--- config.mk ---
export PLATFORM = sky130hd
export DESIGN_NAME = dac_spi_tx
export DESIGN_NICKNAME = d
export VERILOG_FILES = /design/src/rtl/dac_spi_pkg.sv /design/src/rtl/spi_tick_gen.sv /design/src/rtl/dac_spi_tx.sv
export SDC_FILE = /design/constraint.sdc
export NUM_CORES = 1
export LEC_CHECK = 0
export ABC_AREA = 1
export CORE_ASPECT_RATIO = 0.75
export CORE_MARGIN = 4
export CORE_UTILIZATION = 50
export DETAILED_ROUTE_END_ITERATION = 10
export PLACE_DENSITY = 0.8
export SETUP_SLACK_MARGIN = 0.5
export SLEW_MARGIN = 40
export SYNTH_ARGS = -nofsm -noshare
export SYNTH_HDL_FRONTEND = slang
export SYNTH_SLANG_ARGS = --single-unit
--- constraint.sdc ---
create_clock -name clk_i -period 1.65 [get_ports clk_i]
set_input_delay 0.4125 -clock clk_i [delete_from_list [all_inputs] [get_ports clk_i]]
set_output_delay 0.4125 -clock clk_i [all_outputs]
set_load 0.03 [all_outputs]
--- src/rtl/dac_spi_pkg.sv ---
// dac_spi_pkg: shared FSM encoding and frame constants for the DAC SPI transmitter
package dac_spi_pkg;
   typedef enum logic [2:0] {IDLE, CS_SETUP, SHIFT, CS_HOLD, LDAC, DONE} state_e;
   localparam int FRAME_LEN = 16;
   localparam logic [3:0] CFG_BITS = 4'b0011;
endpackage

--- src/rtl/spi_tick_gen.sv ---
// spi_tick_gen: emits a one-cycle tick every ClkDiv enabled cycles, cleared while disabled
module spi_tick_gen #(
   parameter int ClkDiv = 4
) (
   input  logic clk_i,
   input  logic rst_i,
   input  logic en_i,
   output logic tick_o
);
   localparam int CW = ClkDiv > 1 ? $clog2(ClkDiv) : 1;
   logic [CW-1:0] cnt_q, cnt_d;
   assign tick_o = en_i && (cnt_q == CW'(ClkDiv - 1));
   // wrap on terminal count, hold at zero while disabled
   always_comb cnt_d = (!en_i || tick_o) ? '0 : cnt_q + 1'b1;
   // counter register
   always_ff @(posedge clk_i or posedge rst_i)
      if (rst_i) cnt_q <= '0;
      else cnt_q <= cnt_d;
endmodule

--- src/rtl/dac_spi_tx.sv ---
// dac_spi_tx: sends {cfg, code} as a 16-bit mode-0 SPI frame, then strobes LDAC
module dac_spi_tx
   import dac_spi_pkg::*;
#(
   parameter int Width = 12,
   parameter int ClkDiv = 4,
   parameter logic [3:0] CfgBits = CFG_BITS
) (
   input  logic             clk_i,
   input  logic             rst_i,
   input  logic             start_i,
   input  logic [Width-1:0] code_i,
   output logic             busy_o,
   output logic             done_o,
   output logic             cs_n_o,
   output logic             sclk_o,
   output logic             mosi_o,
   output logic             ldac_n_o
);
   state_e state_q, state_d;
   logic [FRAME_LEN-1:0] shreg_q, shreg_d, frame;
   logic [3:0] bit_q, bit_d;
   logic cs_n_q, cs_n_d, sclk_q, sclk_d, mosi_q, mosi_d;
   logic ldac_n_q, ldac_n_d, busy_q, busy_d, done_q, done_d;
   logic tick, tick_en;
   assign frame = {CfgBits, code_i};
   assign tick_en = state_q inside {CS_SETUP, SHIFT, CS_HOLD, LDAC};
   spi_tick_gen #(.ClkDiv(ClkDiv)) u_tick (
      .clk_i (clk_i),
      .rst_i (rst_i),
      .en_i  (tick_en),
      .tick_o(tick)
   );
   // next-state and registered-output logic; every phase advances on a tick
   always_comb begin
      state_d = state_q;
      shreg_d = shreg_q;
      bit_d = bit_q;
      cs_n_d = cs_n_q;
      sclk_d = sclk_q;
      mosi_d = mosi_q;
      ldac_n_d = ldac_n_q;
      busy_d = busy_q;
      done_d = done_q;
      case (state_q)
         IDLE: if (start_i) begin
            shreg_d = frame;
            mosi_d = frame[FRAME_LEN-1];
            cs_n_d = 1'b0;
            busy_d = 1'b1;
            state_d = CS_SETUP;
         end
         CS_SETUP: if (tick) state_d = SHIFT;
         SHIFT: if (tick) begin
            sclk_d = ~sclk_q;
            if (sclk_q && bit_q == 4'(FRAME_LEN - 1)) begin
               bit_d = '0;
               shreg_d = '0;
               state_d = CS_HOLD;
            end else if (sclk_q) begin
               bit_d = bit_q + 1'b1;
               shreg_d = shreg_q << 1;
               mosi_d = shreg_q[FRAME_LEN-2];
            end
         end
         CS_HOLD: if (tick) begin
            cs_n_d = 1'b1;
            mosi_d = 1'b0;
            ldac_n_d = 1'b0;
            state_d = LDAC;
         end
         LDAC: if (tick) begin
            ldac_n_d = 1'b1;
            done_d = 1'b1;
            state_d = DONE;
         end
         DONE: begin
            done_d = 1'b0;
            busy_d = 1'b0;
            state_d = IDLE;
         end
         default: state_d = IDLE;
      endcase
   end
   // state and output registers; reset aborts any frame in flight
   always_ff @(posedge clk_i or posedge rst_i)
      if (rst_i) begin
         state_q <= IDLE;
         shreg_q <= '0;
         bit_q <= '0;
         cs_n_q <= 1'b1;
         sclk_q <= 1'b0;
         mosi_q <= 1'b0;
         ldac_n_q <= 1'b1;
         busy_q <= 1'b0;
         done_q <= 1'b0;
      end else begin
         state_q <= state_d;
         shreg_q <= shreg_d;
         bit_q <= bit_d;
         cs_n_q <= cs_n_d;
         sclk_q <= sclk_d;
         mosi_q <= mosi_d;
         ldac_n_q <= ldac_n_d;
         busy_q <= busy_d;
         done_q <= done_d;
      end
   assign busy_o = busy_q;
   assign done_o = done_q;
   assign cs_n_o = cs_n_q;
   assign sclk_o = sclk_q;
   assign mosi_o = mosi_q;
   assign ldac_n_o = ldac_n_q;
endmodule

==> results of run 1 <==
[timing repair]
action / 4_1_cts / 5_1_grt
endpoints found under the setup margin: 33 / 34
gates cloned: 2 / 0
gates resized for setup: 81 / 10
buffers inserted: 15 / 2
pin swaps: 13 / 11
[tightest hold or removal path, delay by kind of cell]
kind,cells,cell delay (ns)
buf+inv,3,0.64
[power by group]
group,internal (mW),switching [mW]
Combinational,1.01,1.31
Clock,0.340,0.275
Sequential,1.04,0.210
[how the worst min path moves through the flow]
stage | from | endpoint | cells past startpoint
after floorplan | u_tick.cnt_q[0] | u_tick.cnt_q[0] | 1
after global placement | u_tick.cnt_q[0] | u_tick.cnt_q[0] | 1
after detailed placement | u_tick.cnt_q[0] | u_tick.cnt_q[0] | 1
after CTS | rst_i | u_tick.cnt_q[0] | 3
after global routing | rst_i | u_tick.cnt_q[0] | 3
final | rst_i | busy_o | 3
[state kept, by name, indices dropped and copies added (netlist names)]
register / cells
mosi_o: 1
bit_q: 4
state_q: 3
done_o: 1
u_tick.cnt_q: 2
sclk_o: 1
busy_o: 1
ldac_n_o: 1
shreg_q: 15
cs_n_o: 1
[per-stage QoR]
step | worst slack [ns] | instances | TNS, ns | utilization, % | power [mW]
5_1_grt | 0.169 | 286 | 0 | 76.8 | 4.49
6_report | 0.279 | 286 | 0 | 76.8 | 4.18
3_5_place_dp | -0.00669 | 259 | -0.00975 | 62.2 | 2.91
2_1_floorplan | 0.383 | 201 | 0 | - | 2.52
4_1_cts | 0.287 | 284 | 0 | 75.2 | 4.04
3_3_place_gp | 0.0192 | 259 | 0 | 62.2 | 2.86
[cell type report]
type | count | area share, %
repair buffers | 46 | 21.0
multi-input cells | 141 | 35.9
well taps | 38 | 2.07
inverters | 23 | 4.29
flip-flops and latches | 30 | 32.8
clock buffers | 8 | 3.91
[cell families (layout without fill, tap and decap cells)]
group	after synthesis	after routing	synth area share, %
fa+ha+maj	2	2	1.57
buf+inv	30	77	9.34
simple gates	107	107	30.8
flops	30	30	47.3
compound gates	30	30	9.89
xor+xnor	2	2	1.10
[placed cells by master (no fill, tap or decap), types with 3 or more instances in the layout]
cell             count
nor2_1               4
o21ai_2              3
clkbuf_8             6
nand3_2              5
o21bai_1             3
inv_1               16
dfrtp_1             26
inv_2                3
nor2_2               4
inv_4                3
clkdlybuf4s50_1     14
nor2_4               5
o21ai_0             11
o21ai_1             11
nand2_4              4
buf_4               13
nand2_1             66
buf_6               14
nand3_1             12
[per-layer routing]
layer,up-vias,track usage (%)
li1,734,-
met1,710,29.1
met2,52,31.0
met3,7,8.94
met4,0,6.58
met5,-,0
==> metrics.md, run 1 <==
| Metric | Value |
|---|---|
| DR WL met3 | approximately 240 um |
| FF-to-FF path depth | 8 |
| Max FO, Critical Path | 5 |
| Antenna Nets Post-Route | 0 |
| All-Layer GR Usage | 21.4% |
| Register Area | 756 um2 |
| Worst-Margin Slew | 0.277 ns |
| Via Count | 1,503 |
| Number of global-route vias before repair | roughly 1,400 |
| Tmin final | approximately 1.4 ns |
| Leak | 1.15 nW |
| Crit path cell chain | nor2_4, nand2_4, buf_4, buf_4, nand2_1, o21ai_1, nand2_1, nand2_1 |
| Total wire length | 4.11 mm |
| Cell Area, Synth | 1590 um2 |
| Max Fclk | 0.730 GHz |
| Routability cong. | roughly 0.81 |
| Num CTS Buffers | 5 |
| Share of the synthesized area in the top cell type | between 40% and 50% |
| Async set-reset flop share out of synthesis | 100% |
| Post-DP Area | 1860 um2 |
| Status | finished, final reports clean |
| Worst stage delay on the critical path | between 0.4 and 0.5 ns |
| CTS Hold Buffers Added | 0 |
| Pwr/cell area | 1820 nW/um2 |
| Cell variety after synth | 23 |
| Global-route wire length before repair | approximately 6.6 mm |
| CTS tree | done |
| Critical Path AT | roughly 1.6 ns |
| Max-cap violations | 0 |
| Yosys Warn Count | 0 |
| Drt pass-1 iters | 4 |
| Clock Tree Buf Depth | 2 |
| Tcrit/Tclk final | ~83% |
| Synth area leaders | dfrtp_1 44%, nand2_1 16%, nand3_1 5.3% |
| Gr ovfl total | 0 |
| End of the critical path | shreg_q[1] |
| Nature of the critical path startpoint | register |
| ANT cells | 0 |
| Reg-to-Reg End | shreg_q[1] |
| Die extent in x | 73.2 um |
| Synth Flop Type | dfrtp_1 |
| Final-report hold violation count | 0 |
| Worst Path Required | roughly 1.8 ns |
| Core ar. | 3000 um2 |
| Slowest cell on crit path | dfrtp_1 |
| Via-to-Cell Ratio | 5.26 |
| DRT iter0 DRCs | 104 |
| Die area | 4160 um2 |
| Hold Path Class | primary input to asynchronous set/reset pin |
| Synth-to-Final Area Change | 44.4% |
| Final instance area | about 2300 um2 |
| Worst setup path start | state_q[2] |
| Mapped Cells | 201 |
| Initial antenna violation count | 0 |
| TritonCTS Sinks | 30 |
| Filler Cells Inserted | 199 |
| Kind of critical path | register to register |
| RSZ-0062 raised after global routing | true |
| Reg2reg start | state_q[2] |
| Met2 wire len | 1.96 mm |
| Clk_lat worst skew | 0.28 ns |
| CP endpoint kind | register |
| IO Pins | 21 |
| Pin count of the biggest net entering global routing | 22 |
| Most frequent CP cell | nand2_1 |
| Seq cells post-synth | 30 |
| R2r setup slk | 0.28 ns |
| Synthesized Nets | 218 |
| # rows | 17 |
| Residual DRC | 0 |
| Htree depth | 2 |
| Crit path depth | 8 |
| Family with the most delay on the worst path | simple AND/OR/NAND/NOR gates |
| Synth area leader | dfrtp_1 |
| Footprint of the multi-input gates | 827 um2 |
| Endpoints failing setup | 0 |
| Top cells by count, synth | 70 x nand2_1, 28 x dfrtp_1, 21 x inv_1, 17 x nand3_1, 15 x o21ai_0 |
| Hpwl dp | 2.38 mm |
| Count leader, synth | nand2_1 |
| Worst-path clk slew | 0.07 ns |
| Port Buf Inserts | 20 |
| Starting Density | 53.1% |
| Wl on met1 | 1.86 mm |
| EDFF count, synth | 0 |
| Clock Skews | 0.00812 ns |
| Share of post-route cells with drive strength above 1 | 31.0% |
| Slew Viols, Final | 0 |
| Max VDD drop | 857 uV |
| Crit path buf inv count | 2 |
| Post-Syn Area per Cell | 7.93 um2 |
| Sequential area share after synthesis | 47.3% |
| Nets | 264 |
| Drt wl/cell | approximately 14 um |
| Normalized max-slew margin | 81.6% |
| Worst hold margin | between 0.4 and 0.5 ns |
| Top sig layer | met4 |
| CTS root buffer | clkbuf_8 |
| Die Y-Extent | about 57 um |
Power figures use the tool's default switching activity.
==> run 2: changes to the inputs <==
- clock period: 1.65 -> 1.38 ns (I/O delays scaled with it)
==> run 2 against run 1 <==
The run now ends with negative setup slack left. First-iteration DRC count grew 23%. Worst setup slack worse by 0.40 ns. Via count increased by 3.5%. Non-clock buffer count shrank 5. Cell count fell by 1.7%. Worst hold slack got worse by 0.080 ns. Die area stayed put. Combinational power increased by 25%. Register-to-register slack worse by 0.40 ns. Final area rose by 0.38%. Critical path depth down 1. Critical path type unchanged. Largest cell class unchanged.
==> metrics.md, run 2 (synthesized netlist as in run 1, its figures left out) <==
| Metric | Value |
|---|---|
| Global-route wire length before repair | 6.11 mm |
| Worst stage delay on the critical path | roughly 0.47 ns |
| Share of post-route cells with drive strength above 1 | 33.3% |
| Die Y-Extent | 56.9 um |
| Pin count of the biggest net entering global routing | 21 |
| Footprint of the multi-input gates | approximately 800 um2 |
| Commonest non-fill, non-tap cell in the layout | nand2_1 |
| CTS root buffer | clkbuf_8 |
| Residual DRC | 0 |
| Worst-path clk slew | 0.06 ns |
| Tmin final | between 1.5 and 2 ns |
| DRT iter0 DRCs | about 130 |
| Nature of the critical path startpoint | register |
| Max reg flops | 15 |
| Most frequent cells in the layout | 63 x nand2_1, 25 x dfrtp_1, 14 x inv_1, 14 x clkdlybuf4s50_1, 13 x buf_6 |
| Clk_lat worst skew | between 0.2 and 0.3 ns |
| Port Buf Inserts | 20 |
| Nets | about 260 |
| Top reg by flops | shreg_q |
| Clock Skews | 0.00769 ns |
| Final instance area | 2310 um2 |
| Pwr/cell area | 2230 nW/um2 |
| Via-to-Cell Ratio | 5.53 |
| Drt wl/cell | 16.3 um |
| Drt pass-1 iters | 4 |
| Crit path buf inv count | 1 |
| Number of global-route vias before repair | 1,304 |
| Max VDD drop | 1220 uV |
| Critical Path AT | around 1.7 ns |
| Top Registers | shreg_q: 15 flops, bit_q: 4 flops, state_q: 3 flops |
| Slowest cell on crit path | dfrtp_2 |
| Endpoints failing setup | 9 |
| Register Area | 757 um2 |
| Filler Cells Inserted | 187 |
| Status | finished, violations left |
| Max Fclk | 0.665 GHz |
| Hpwl dp | 2.51 mm |
| Max-cap violations | 0 |
| Total wire length | 4.57 mm |
| Leak | 1.12 nW |
| Crit path cell chain | buf_6, o21ai_0, nand3_1, nand2_4, nor2_2, nand2_1, nand2_1 |
| Worst-Margin Slew | around 0.25 ns |
| Normalized max-slew margin | 83.0% |
| Die extent in x | around 73 um |
| TritonCTS Sinks | 30 |
| Worst Path Required | 1.55 ns |
| Antenna Nets Post-Route | 0 |
| Kind of critical path | register to register |
| Family with the most delay on the worst path | simple AND/OR/NAND/NOR gates |
| Tcrit/Tclk final | 109% |
| Max FO, Critical Path | 6 |
| Final worst slack | -0.124 ns |
| Synth-to-Final Area Change | 45.0% |
| Die area | ~4200 um2 |
| Initial antenna violation count | 0 |
| Starting Density | 53.1% |
| Gr ovfl total | 0 |
| Hold Path Class | primary input to asynchronous set/reset pin |
| Via Count | 1,555 |
| IO Pins | 21 |
| Num CTS Buffers | 5 |
| Most frequent CP cell | nand2_1 |
| R2r setup slk | -0.12 ns |
| Final-report hold violation count | 0 |
| ANT cells | 0 |
| Core ar. | 3000 um2 |
| CTS Hold Buffers Added | 0 |
| Post-DP Area | 1940 um2 |
| All-Layer GR Usage | 19.5% |
| Clock Tree Buf Depth | 2 |
| Failing checks | negative setup slack |
| RSZ-0062 raised after global routing | true |
| CTS tree | done |
| Dpl ws | -0.216 ns |
| Routability cong. | 0.844 |
| CP endpoint kind | register |
| Htree depth | 2 |
| # rows | 17 |
| Slew Viols, Final | 0 |
-- run 2: changes by cell type in the layout (fill, tap and decap cells not counted), sizes merged --
cell / delta
buf: -5
clkinvlp: +1
inv: -1
-- run 2: power breakdown --
group | switching, mW | total (mW) | internal, mW
clock | 0.340 | 0.746 | 0.406
sequential | 0.258 | 1.50 | 1.25
combinational | 1.71 | 2.91 | 1.20
total | 2.31 | 5.16 | 2.85
-- run 2: worst paths after layout --
| kind | depth (start not counted) | startpoint | end |
|---|---|---|---|
| worst max-delay path | 7 | state_q[1] | state_q[1] |
| worst min-delay path | 2 | rst_i | u_tick.cnt_q[1] |
| worst max register to register | 7 | state_q[1] | state_q[1] |
| worst min register to register | 2 | shreg_q[1] | shreg_q[1] |
| max in group asynchronous | 3 | rst_i | state_q[1] |
| min in group clk_i | 2 | shreg_q[1] | shreg_q[1] |
-- run 2: area by class of cell --
type | count | share of cell area (%)
Inverter | 23 | 4.76
Timing Repair Buffer | 41 | 21.1
Sequential cell | 30 | 32.8
Tap cell | 38 | 2.06
Clock buffer | 8 | 3.90
Multi-Input combinational cell | 141 | 35.5
-- run 2: through the flow --
step | setup TNS [ns] | power, mW | hold WS, ns | utilization (%) | instances
after floorplan | 0 | 3.03 | 0.260 | - | 201
final | -0.457 | 5.16 | 0.342 | 77.1 | 281
after detailed placement | -3.11 | 3.59 | 0.437 | 64.6 | 264
after global placement | -2.58 | 3.50 | 0.428 | 64.6 | 264
after CTS | 0 | 4.69 | 0.350 | 72.6 | 276
after global routing | -1.63 | 5.47 | 0.360 | 77.1 | 281
-- run 2: routing by layer --
metal | routed length (um) | GRT usage [%] | vias to the layer above
li1 | - | - | 729
met1 | 1900 | 27.9 | 739
met2 | 2260 | 27.4 | 71
met3 | 269 | 5.37 | 16
met4 | 141 | 8.68 | 0
met5 | 0 | 0 | -
-- run 2: what timing repair did --
action,in CTS,in global routing
pin swaps,9,7
cloned,1,0
endpoints found under the setup margin,36,36
setup buffers,3,5
resized for setup,45,35
hold endpoints to repair,0,0
==> run 3: changes to the inputs <==
- CORE_UTILIZATION: 50 -> 54
- PLACE_DENSITY: 0.8 -> 0.85
==> run 3 against run 2 <==
The flow still finishes with violations (negative setup slack). Non-clock buffer count grew 9. Total power shrank 0.24%. Utilization grew 12 points. Clock skew shrank 0.00062 ns. Worst setup slack gained 0.071 ns. Cell count grew 2.5%. Wire length grew 8.9%. Global-route usage grew 6.4 points. Count of clock-buffer cells in the layout shrank 1. Register-to-register slack gained 0.07 ns. Largest cell class unchanged. Largest power group unchanged.
==> metrics.md, run 3 (synthesized netlist as in run 1, its figures left out) <==
| Metric | Value |
|---|---|
| Status | finished, violations left |
| Failing checks | negative setup slack |
| RSZ-0062 raised after global routing | true |
| Port Buf Inserts | 20 |
| Normalized max-slew margin | 81.9% |
| Top Registers | shreg_q: 15 flops, bit_q: 4 flops, state_q: 3 flops |
| Worst-Margin Slew | around 0.27 ns |
| Residual DRC | 0 |
| Max FO, Critical Path | 20 |
| Total wire length | ~5.0 mm |
| Via Count | 1,588 |
| Die area | between 3000 and 4000 um2 |
| Max Fclk | 0.698 GHz |
| Max reg flops | 15 |
| Starting Density | 58.5% |
| Initial antenna violation count | 0 |
| Drt wl/cell | 17.3 um |
| All-Layer GR Usage | 25.9% |
| Endpoints failing setup | 10 |
| Most frequent cells in the layout | 64 x nand2_1, 25 x dfrtp_1, 16 x inv_1, 16 x buf_4, 15 x o21ai_1 |
| Hpwl dp | 2.57 mm |
| Clock Tree Buf Depth | 2 |
| Worst Path Required | between 1.5 and 2 ns |
| Top reg by flops | shreg_q |
| CTS root buffer | clkbuf_8 |
| CTS Hold Buffers Added | 0 |
| Die Y-Extent | 55.1 um |
| Critical Path AT | 1.63 ns |
| ANT cells | 0 |
| Synth-to-Final Area Change | 51.6% |
| Clock Skews | between 0.007 and 0.008 ns |
| Non-filler instance count after layout | around 290 |
| Max-cap violations | 0 |
| Drt pass-1 iters | 4 |
| Commonest non-fill, non-tap cell in the layout | nand2_1 |
| Dpl ws | -0.244 ns |
| # rows | 16 |
| Hold Path Class | primary input to asynchronous set/reset pin |
| Number of global-route vias before repair | 1,570 |
| Final-report hold violation count | 0 |
| Antenna Nets Post-Route | 0 |
| Clk_lat worst skew | 0.29 ns |
| Kind of critical path | primary input to register |
| Inst Count DP | 261 |
| Num CTS Buffers | 5 |
| Core ar. | 2720 um2 |
| Final worst slack | -0.0521 ns |
| Htree depth | 2 |
| Pwr/cell area | 2130 nW/um2 |
| CTS tree | done |
| Pin count of the biggest net entering global routing | 21 |
| Nets | 268 |
| Max VDD drop | around 1500 uV |
| Via-to-Cell Ratio | 5.51 |
| TritonCTS Sinks | 30 |
| Tcrit/Tclk final | 104% |
| Slew Viols, Final | 0 |
| Die extent in x | 70.7 um |
| Tmin final | 1.43 ns |
| Leak | about 1.2 nW |
| CP endpoint kind | register |
| Share of post-route cells with drive strength above 1 | a little over a third |
| DRT iter0 DRCs | 116 |
| Routability cong. | 0.804 |
| Nature of the critical path startpoint | primary input |
| Global-route wire length before repair | between 7 and 8 mm |
| IO Pins | 21 |
| Gr ovfl total | 0 |
| Worst-path clk slew | 0.06 ns |
run 3: cell types whose count changed in the layout (fill, tap and decap cells not counted), sizes merged:
cell    previous run  this run
buf               27        35
clkinv             0         1
run 3: worst paths after layout:
| check | from | to | slack [ns] | cells after the start |
|---|---|---|---|---|
| worst max-delay path | start_i | shreg_q[2] | -0.05 | 8 |
| worst min-delay path | rst_i | state_q[0] | 0.36 | 2 |
| worst max register to register | state_q[2] | shreg_q[2] | -0.05 | 7 |
| worst min register to register | shreg_q[1] | shreg_q[1] | 0.49 | 2 |
| max in group asynchronous | rst_i | state_q[1] | 0.64 | 3 |
| min in group clk_i | shreg_q[1] | shreg_q[1] | 0.49 | 2 |
run 3: area by class of cell:
cell class                      count  area, um2
Clock buffer                        7       86.3
Timing Repair Buffer               50        568
Clock inverter                      1       5.00
Sequential cell                    30        757
Fill cell                         115        307
Multi-Input combinational cell    141        850
Tap cell                           36       45.0
Inverter                           23        105
run 3: per-stage QoR:
step | area (um2) | hold slack (ns) | power (mW) | TNS [ns] | util, %
3_3_place_gp | 1910 | 0.430 | 3.49 | -2.66 | 70.1
5_1_grt | 2420 | 0.399 | 5.48 | -1.39 | 88.7
2_1_floorplan | 1620 | 0.260 | 3.03 | 0 | -
6_report | 2420 | 0.359 | 5.15 | -0.272 | 88.7
4_1_cts | 2270 | 0.357 | 4.78 | 0 | 83.5
3_5_place_dp | 1910 | 0.434 | 3.58 | -3.46 | 70.1
run 3: timing repair:
action                     in CTS  in global routing
pin swaps                      23                 13
gates resized for setup        46                 20
cloned                          1                  1
setup buffers                  10                  7
setup endpoints to repair      36                 36
run 3: worst max-delay path, stage by stage:
cell and delay [ns]:
clkdlybuf4s50_1 0.49, inv_1 0.07, nand3_1 0.13, nand2_2 0.10
nor2_4 0.15, buf_12 0.17, nand2_1 0.08, o21ai_1 0.10
run 3: report_power, final:
group / switching, mW / total [mW] / leakage (nW) / internal [mW]
Combinational: 1.71 / 2.89 / 0.763 / 1.18
Clock: 0.342 / 0.743 / 0.0482 / 0.402
Sequential: 0.268 / 1.51 / 0.372 / 1.24
run 3: routing by layer:
metal / vias up / track usage, % / part of all wire (%) / wire length [um]
met5: - / 0 / 0 / 0
met4: 0 / 12.8 / 3.3 / 165
met3: 23 / 6.86 / 5.8 / 288
met2: 81 / 42.8 / 48 / 2390
met1: 746 / 32.4 / 43 / 2130
li1: 738 / - / - / -
